==> src/rtl/brick_fall_ctrl.sv <==
`default_nettype none
// ============================================================================
// Module   : brick_fall_ctrl
// Summary  : Falling-brick sequencer. It turns move pulses and gravity into
//            candidate placements, then commits, drops or locks the brick.
// Revision : 1.0  initial release
// ============================================================================
module brick_fall_ctrl #(
    parameter logic [24:0] GRAV_DIV = 25'd6_250_000,
    parameter int          X_W      = 4,
    parameter int          Y_W      = 5,
    parameter int          SPAWN_X  = 4,
    parameter int          SPAWN_Y  = 0
) (
    input  logic           clk,
    input  logic           rst,
    input  logic           start,
    input  logic           mv_left,
    input  logic           mv_right,
    input  logic           rot,
    input  logic           soft_drop,
    input  logic           hard_drop,
    input  logic [2:0]     next_type,
    input  logic           cand_hit,
    input  logic           lock_done,
    output logic [2:0]     cur_type,
    output logic [1:0]     cur_dir,
    output logic [X_W-1:0] cur_x,
    output logic [Y_W-1:0] cur_y,
    output logic [2:0]     cand_type,
    output logic [1:0]     cand_dir,
    output logic [X_W-1:0] cand_x,
    output logic [Y_W-1:0] cand_y,
    output logic           cand_valid,
    output logic           lock,
    output logic           next_req,
    output logic           playing,
    output logic           game_over
);

    typedef enum logic [2:0] {
        S_IDLE  = 3'd0,
        S_SPAWN = 3'd1,
        S_FALL  = 3'd2,
        S_CHECK = 3'd3,
        S_LOCK  = 3'd4,
        S_OVER  = 3'd5
    } state_t;

    typedef enum logic [2:0] {
        OP_SPAWN = 3'd0,
        OP_HARD  = 3'd1,
        OP_ROT   = 3'd2,
        OP_LEFT  = 3'd3,
        OP_RIGHT = 3'd4,
        OP_DOWN  = 3'd5
    } op_t;

    // Pending-bit positions, highest priority in the top bit.
    localparam int P_HARD  = 4;
    localparam int P_ROT   = 3;
    localparam int P_LEFT  = 2;
    localparam int P_RIGHT = 1;
    localparam int P_DOWN  = 0;

    localparam logic [X_W-1:0] C_X_ONE = X_W'(1);
    localparam logic [Y_W-1:0] C_Y_ONE = Y_W'(1);

    state_t         state_q, state_d;
    op_t            op_q, op_d;
    logic [4:0]     pend_q, pend_d;
    logic [24:0]    grav_cnt_q, grav_cnt_d;
    logic [2:0]     cur_type_q, cur_type_d, cand_type_q, cand_type_d;
    logic [1:0]     cur_dir_q, cur_dir_d, cand_dir_q, cand_dir_d;
    logic [X_W-1:0] cur_x_q, cur_x_d, cand_x_q, cand_x_d;
    logic [Y_W-1:0] cur_y_q, cur_y_d, cand_y_q, cand_y_d;
    logic           cand_valid_q, cand_valid_d;
    logic           lock_q, lock_d;
    logic           next_req_q, next_req_d;
    logic           playing_q, playing_d;
    logic           game_over_q, game_over_d;

    logic           w_active;
    logic           w_tick;
    logic [4:0]     w_pend;
    logic           w_go;
    logic [1:0]     w_nx_dir;
    logic [X_W-1:0] w_nx_x;
    logic [Y_W-1:0] w_nx_y;

    function automatic logic [4:0] op_mask(input op_t op);
        case (op)
            OP_HARD:  op_mask = 5'b1_0000;
            OP_ROT:   op_mask = 5'b0_1000;
            OP_LEFT:  op_mask = 5'b0_0100;
            OP_RIGHT: op_mask = 5'b0_0010;
            OP_DOWN:  op_mask = 5'b0_0001;
            default:  op_mask = 5'b0_0000;
        endcase
    endfunction

    always_comb begin
        state_d     = state_q;
        op_d        = op_q;
        pend_d      = pend_q;
        cur_type_d  = cur_type_q;
        cur_dir_d   = cur_dir_q;
        cur_x_d     = cur_x_q;
        cur_y_d     = cur_y_q;
        cand_type_d = cand_type_q;
        cand_dir_d  = cand_dir_q;
        cand_x_d    = cand_x_q;
        cand_y_d    = cand_y_q;
        w_go        = 1'b0;
        w_nx_dir    = cur_dir_q;
        w_nx_x      = cur_x_q;
        w_nx_y      = cur_y_q;

        w_active = (state_q == S_FALL) || (state_q == S_CHECK);
        w_tick   = w_active && (grav_cnt_q == GRAV_DIV - 25'd1);
        // Commands and gravity only register while a brick is live.
        w_pend   = pend_q | ({hard_drop, rot, mv_left, mv_right, soft_drop | w_tick}
                             & {5{w_active}});

        if (!w_active)   grav_cnt_d = 25'd0;
        else if (w_tick) grav_cnt_d = 25'd0;
        else             grav_cnt_d = grav_cnt_q + 25'd1;

        case (state_q)
            S_IDLE, S_OVER: begin
                if (start) state_d = S_SPAWN;
            end
            S_SPAWN: begin
                cand_type_d = (next_type == 3'd0) ? 3'd1 : next_type;
                cand_dir_d  = 2'd0;
                cand_x_d    = X_W'(SPAWN_X);
                cand_y_d    = Y_W'(SPAWN_Y);
                pend_d      = 5'b0_0000;
                op_d        = OP_SPAWN;
                state_d     = S_CHECK;
            end
            S_FALL: begin
                pend_d = w_pend;
                if (w_pend[P_HARD]) begin
                    op_d   = OP_HARD;
                    w_go   = 1'b1;
                    w_nx_y = cur_y_q + C_Y_ONE;
                end else if (w_pend[P_ROT]) begin
                    op_d     = OP_ROT;
                    w_go     = 1'b1;
                    w_nx_dir = cur_dir_q + 2'd1;
                end else if (w_pend[P_LEFT]) begin
                    // Left edge is rejected here; the checker never sees it.
                    if (cur_x_q == '0) begin
                        pend_d[P_LEFT] = 1'b0;
                    end else begin
                        op_d   = OP_LEFT;
                        w_go   = 1'b1;
                        w_nx_x = cur_x_q - C_X_ONE;
                    end
                end else if (w_pend[P_RIGHT]) begin
                    op_d   = OP_RIGHT;
                    w_go   = 1'b1;
                    w_nx_x = cur_x_q + C_X_ONE;
                end else if (w_pend[P_DOWN]) begin
                    op_d   = OP_DOWN;
                    w_go   = 1'b1;
                    w_nx_y = cur_y_q + C_Y_ONE;
                end
                if (w_go) begin
                    cand_type_d = cur_type_q;
                    cand_dir_d  = w_nx_dir;
                    cand_x_d    = w_nx_x;
                    cand_y_d    = w_nx_y;
                    state_d     = S_CHECK;
                end
            end
            S_CHECK: begin
                if (!cand_hit) begin
                    cur_type_d = cand_type_q;
                    cur_dir_d  = cand_dir_q;
                    cur_x_d    = cand_x_q;
                    cur_y_d    = cand_y_q;
                    // A hard drop keeps itself pending until it lands.
                    pend_d     = (op_q == OP_HARD) ? w_pend : (w_pend & ~op_mask(op_q));
                    state_d    = S_FALL;
                end else begin
                    pend_d = w_pend & ~op_mask(op_q);
                    case (op_q)
                        OP_SPAWN:         state_d = S_OVER;
                        OP_DOWN, OP_HARD: state_d = S_LOCK;
                        default:          state_d = S_FALL;
                    endcase
                end
            end
            S_LOCK: begin
                if (lock_done) state_d = S_SPAWN;
            end
            default: state_d = S_IDLE;
        endcase

        cand_valid_d = (state_d == S_CHECK);
        lock_d       = (state_d == S_LOCK) && (state_q != S_LOCK);
        next_req_d   = (state_d == S_SPAWN);
        playing_d    = (state_d == S_SPAWN) || (state_d == S_FALL) ||
                       (state_d == S_CHECK) || (state_d == S_LOCK);
        game_over_d  = (state_d == S_OVER);
    end

    always_ff @(posedge clk or negedge rst) begin
        if (!rst) begin
            state_q      <= S_IDLE;
            op_q         <= OP_SPAWN;
            pend_q       <= 5'b0_0000;
            grav_cnt_q   <= 25'd0;
            cur_type_q   <= 3'd0;
            cur_dir_q    <= 2'd0;
            cur_x_q      <= '0;
            cur_y_q      <= '0;
            cand_type_q  <= 3'd0;
            cand_dir_q   <= 2'd0;
            cand_x_q     <= '0;
            cand_y_q     <= '0;
            cand_valid_q <= 1'b0;
            lock_q       <= 1'b0;
            next_req_q   <= 1'b0;
            playing_q    <= 1'b0;
            game_over_q  <= 1'b0;
        end else begin
            state_q      <= state_d;
            op_q         <= op_d;
            pend_q       <= pend_d;
            grav_cnt_q   <= grav_cnt_d;
            cur_type_q   <= cur_type_d;
            cur_dir_q    <= cur_dir_d;
            cur_x_q      <= cur_x_d;
            cur_y_q      <= cur_y_d;
            cand_type_q  <= cand_type_d;
            cand_dir_q   <= cand_dir_d;
            cand_x_q     <= cand_x_d;
            cand_y_q     <= cand_y_d;
            cand_valid_q <= cand_valid_d;
            lock_q       <= lock_d;
            next_req_q   <= next_req_d;
            playing_q    <= playing_d;
            game_over_q  <= game_over_d;
        end
    end

    assign cur_type   = cur_type_q;
    assign cur_dir    = cur_dir_q;
    assign cur_x      = cur_x_q;
    assign cur_y      = cur_y_q;
    assign cand_type  = cand_type_q;
    assign cand_dir   = cand_dir_q;
    assign cand_x     = cand_x_q;
    assign cand_y     = cand_y_q;
    assign cand_valid = cand_valid_q;
    assign lock       = lock_q;
    assign next_req   = next_req_q;
    assign playing    = playing_q;
    assign game_over  = game_over_q;

endmodule
`default_nettype wire

==> config.mk <==
export PLATFORM = sky130hd
export DESIGN_NAME = brick_fall_ctrl
export DESIGN_NICKNAME = d
export VERILOG_FILES = /design/src/rtl/brick_fall_ctrl.sv
export SDC_FILE = /design/constraint.sdc
export NUM_CORES = 1
export LEC_CHECK = 0
export BUFFER_PORTS_ARGS = -buffer_cell sky130_fd_sc_hd__buf_2
export CORE_MARGIN = 10
export CORE_UTILIZATION = 55
export DETAILED_ROUTE_END_ITERATION = 16
export GPL_TIMING_DRIVEN = 0
export HOLD_SLACK_MARGIN = 0.03
export PLACE_DENSITY = 0.76
export SETUP_SLACK_MARGIN = 0.15
export SYNTH_ARGS = -nofsm -noshare
export SYNTH_HDL_FRONTEND = slang
export SYNTH_SLANG_ARGS = --single-unit
==> constraint.sdc <==
create_clock -name clk -period 3.04 [get_ports clk]
set_input_delay 0.456 -clock clk [delete_from_list [all_inputs] [get_ports clk]]
set_output_delay 0.456 -clock clk [all_outputs]
set_load 0.02 [all_outputs]
# Yosys cells after proc, flatten, opt, wreduce, memory -nomap -nowiden

Index checks and enable logic that the tools add are counted.
W data, S select, Z words.

Reductions and logical operators: 17
Bitwise gates (word level): 8
Eq/ne operators: 20
Multiplexer cells: 54
Add/sub/neg operators: 5

Operators by type and width:

| operator                | number |
|---|---|
| $mux W5                 | 12 |
| $mux W25                | 2 |
| $mux W3                 | 12 |
| $add A25 B1 Y25 const B | 1 |
| $eq A25 B23 Y1 const B  | 1 |
| $pmux W5 S5             | 1 |
| $mux W4                 | 6 |
| $eq A3 B2 Y1 const B    | 6 |
| $eq A3 B3 Y1 const B    | 6 |
| $pmux W3 S2             | 3 |
| $and A5 B5 Y5           | 3 |
| $pmux W3 S5             | 1 |
| $pmux W5 S3             | 1 |
| $mux W1                 | 10 |
| $not A5 Y5              | 2 |
| $pmux W5 S2             | 1 |
| $eq A3 B1 Y1 const B    | 3 |
| $logic_not A3 Y1        | 3 |
| $pmux W4 S2             | 1 |
| $mux W2                 | 3 |
| $ne A6 B6 Y1 const B    | 1 |
| $add A5 B1 Y5 const B   | 1 |
| $ne A5 B5 Y1 const B    | 1 |
| $or A5 B5 Y5            | 1 |
| other kinds (16)        | 22 |

Input bits: 13
Word-level logic and storage cells: 121
Flip-flop bits (word level): 69
Output and inout bits: 33

# Depth between registers and ports, before layout

Depth after elaboration: 18
Mapped depth: 10
Mapped depth without buffers: 8

# Least setup slack after synthesis

Ideal clock, no wire load.

Path kind: reg2reg
From: reg cur_x_q[1], in the netlist cur_x[1]
To: reg op_q[1]
Buffers on the path: 2
Stages on the path, launching flop included: 11
Clock period less this slack: 2.310 ns
Library setup time: 0.125 ns
Data arrival time: 2.185 ns
Required time: 2.915 ns
Slack: 0.730 ns
Cells stage by stage: dfrtp_1 > inv_1 > ha_1 > nor3b_1 > o21bai_4 > a21oi_1 > o21ai_1 > a21bo_1 > buf_6 > buf_12 > mux2_4

Longest elaborated chain between the ends: 3

RTL lines:

| what                        | RTL line | source |
|---|---|---|
| start, declared             | 75       | `logic [X_W-1:0] cur_x_q, cur_x_d, cand_x_q, cand_x_d;` |
| start signal, assigned      | 236      | `cur_x_q <= cur_x_d;` |
| $logic_not A4 Y1            | 154      | `if (cur_x_q == '0) begin` |
| $ne A5 B5 Y1 (no line)      | --       |  |
| $reduce_and A3 Y1 (no line) | --       |  |
| end signal, assigned        | 231      | `op_q <= op_d;` |
| end, declared               | 70       | `op_t op_q, op_d;` |

No other way between the ends.
A chain may end at the register's enable or synchronous reset.

# Worst setup path in the final report

Ends and elaborated chain as after synthesis.

==> results by group <==
Route
  • Post-route antenna net violation count: 0
  • Via count: about 2800
  • 1st-iter DRT viols: between 150 and 200
  • Pre-Repair DR Iteration Count: 4
  • WL per Instance: about 16 um
  • DRC viols: 0
  • Final WL: ~8 mm
  • Via density: around 5.7

Critical path
  • R2r setup slk: 560 ps
  • Arrival @ worst endpoint: roughly 2700 ps
  • Setup crit start kind: register
  • Req. time, crit path: about 3300 ps
  • Crit end category: register
  • Crit-path max FO: 10
  • Crit path kind: reg2reg

Pwr
  • Leak: 1.92 nW
  • Overall power: ~4.3 mW
  • Max IR drop VDD: between 0.6 and 0.7 mV
  • Pwr/cell area: between 1000 and 1500 nW/um2

Yosys
  • Share of synthesized flip-flops with an asynchronous set or reset: 100%
  • Synthesized area: around 3600 um2
  • Post-synth EDFFs: 0
  • Largest cells by area after synthesis: dfrtp_1 48%, mux2_2 6.9%, nor2_1 5.1%, xnor2_1 3.9%, xor2_1 2.9%
  • Distinct cells, synth: 60
  • Synth top cells by count: 69 x dfrtp_1, 49 x nor2_1, 22 x mux2_2, 22 x nand2_1, 18 x a21oi_1
  • Most used standard cell by instance count after synthesis: dfrtp_1
  • Post-Synthesis Net Count: approximately 380
  • Area leader, netlist: dfrtp_1
  • Post-Syn Area per Cell: roughly 10 um2
  • Top cell type's share of synthesized area: between 40% and 50%
  • Top FF cell, synth: dfrtp_1
  • Synth Warn #: 0
  • Register bit total from synthesis: 69
  • Mapped Cells: 358
  • Sequential area share after synthesis: a little under half

Timing
  • Fin crit period: around 2500 ps
  • Worst slew pin tran: approximately 850 ps
  • Worst hold slack: between 200 and 250 ps
  • Number of setup violations in the final report: 0
  • Clk_skew: 6.05 ps
  • RSZ-0062 raised after global routing: false
  • FMAX: around 0.40 GHz
  • TNS Setup: 0 ps
  • Fin. Hold Viols: 0
  • Max-slew violation count: 0
  • Fin crit share: between 80 and 90%
  • Slew headroom: 43.5%

Cells and area
  • Fill count: roughly 500
  • Core Util, Final: 65.7%
  • NumNets Final: approximately 430
  • Fraction of layout cells with a size suffix above 1: 22.9%
  • Fin cells: 496
  • ANT cells: 0
  • Area grow syn2layout: 15.6%

Floorplan
  • # rows: 29
  • Die H: between 100 and 150 um
  • Core area: approximately 6300 um2
  • Die area: a little over 10000 um2
  • Top-level I/O count: 46
  • Die W: a little over 100 um
  • Starting Density: 56.8%

Hold path
  • Hold WC Path Type: in2async

Global routing
  • Largest net degree at the start of global routing: 70
  • Antenna violations before repair: 0
  • GRT Total Usage: around 17%
  • First-pass GRT wire length: 14.0 mm
  • Vias in the first global route: between 2000 and 3000
  • Total grt overflow: 0

Clocking
  • Post-CTS Hold Fix Bufs: 0
  • Num CTS Buffers: 9
  • Worst skew pair latency: 340 ps
  • Postcts setup bufs: 0
  • H-tree depth: 3
  • Total clock sinks: 69
  • TritonCTS clock tree: done
  • Root Driver: clkbuf_8
  • Clock Pin Slew Worst Setup and Hold Paths: about 70 ps
  • Post-CTS Resized: 0
  • CTS max path bufs: 2

Job
  • Max-cap violations: 0

Place
  • Port bufs: between 40 and 50
  • GP Congestion: ~0.9
  • Post-DP HPWL: 5.75 mm
  • Placed insts: 480

Outcome
  • Status: finished, final reports clean
## worst paths after layout
check | from | end | cells after the start
worst max-delay path | cur_x[1]$_DFFE_PN0P_ | op_q[1]$_DFFE_PN0P_ | 10
worst min-delay path | rst | grav_cnt_q[15]$_DFF_PN0_ | 1
worst max register to register | cur_x[1]$_DFFE_PN0P_ | op_q[1]$_DFFE_PN0P_ | 10
worst min register to register | grav_cnt_q[0]$_DFF_PN0_ | grav_cnt_q[0]$_DFF_PN0_ | 1
max in group asynchronous | rst | cand_x[2]$_DFFE_PN0P_ | 1
min in group clk | rot | pend_q[3]$_DFFE_PN0P_ | 3
## cell usage in the layout (no fill, tap or decap), types with 4 or more instances in the layout
master	netlist	layout
a21oi_1	18	18
o22ai_1	7	7
mux2_2	22	22
nor2_1	49	49
a31oi_1	7	7
nand2_1	22	22
and3_1	5	5
xor2_1	12	12
nor3_1	5	5
inv_1	17	17
clkbuf_8	0	10
nand3_1	13	13
xnor2_1	16	16
nand2b_1	4	4
nand4_1	4	4
and4_1	5	5
ha_1	4	4
o21ai_0	14	14
buf_2	3	47
dfrtp_1	69	69
clkbuf_1	8	10
## final cells by class
| cell class | count | area (um2) | area share [%] |
|---|---|---|---|
| inverter | 17 | 63.8 | 1.53 |
| tap | 77 | 96.3 | 2.31 |
| clock buffer | 12 | 145 | 3.48 |
| buffer | 15 | 91.3 | 2.19 |
| sequential | 69 | 1730 | 41.4 |
| timing repair buffer | 45 | 228 | 5.46 |
| multi-input combinational | 257 | 1730 | 41.4 |
| clock inverter | 4 | 95.1 | 2.28 |
## stage by stage
step                      setup slack, ps  cell area (um2)
after floorplan                       730             3610
after global placement                610             3930
after detailed placement              570             3930
after CTS                             550             4170
after global routing                  400             4170
final                                 561             4170
## metal layers
metal	vias to the layer above	global-route usage (%)	routed length [um]	part of all wire, %
met5	-	0	0	0
met1	1373	22.6	3690	45
li1	1368	-	-	-
met2	81	25.2	3710	46
met3	9	5.49	623	7.7
met4	0	6.00	95	1.2
## cell families (layout without fill, tap and decap cells)
| group | Yosys count | count (layout) | share of synthesized area, % |
|---|---|---|---|
| flip-flops | 69 | 69 | 47.8 |
| AO/OA/AOI/OAI | 75 | 75 | 14.1 |
| buffers and inverters | 32 | 93 | 4.30 |
| adder cells (fa/ha/maj) | 4 | 4 | 1.39 |
| multiplexers | 24 | 24 | 7.56 |
| AND/OR/NAND/NOR | 126 | 126 | 18.0 |
| XOR/XNOR | 28 | 28 | 6.79 |
## critical path: stages, from the launching register on
cell      delay [ps]
dfrtp_1          460
inv_1            120
ha_1             210
nor3b_1          280
o21bai_4         210
a21oi_1           90
o21ai_1          180
a21bo_1          230
buf_6            150
buf_12           150
mux2_4           290
## report_power, final
group | total (mW) | switching (mW) | internal (mW)
sequential | 1.40 | 0.236 | 1.16
combinational | 1.99 | 1.16 | 0.832
clock | 0.908 | 0.341 | 0.567
## sequential cells by signal (all words and copies together) (netlist names), 2 cells and up
signal and cells:
cur_type 3, cur_dir 2, state_q 3, pend_q 5, cand_y 5, cur_x 4, op_q 3, cand_dir 2
cand_x 4, cur_y 5, cand_type 3, grav_cnt_q 25
No activity file was read; power rests on OpenSTA's default activity.
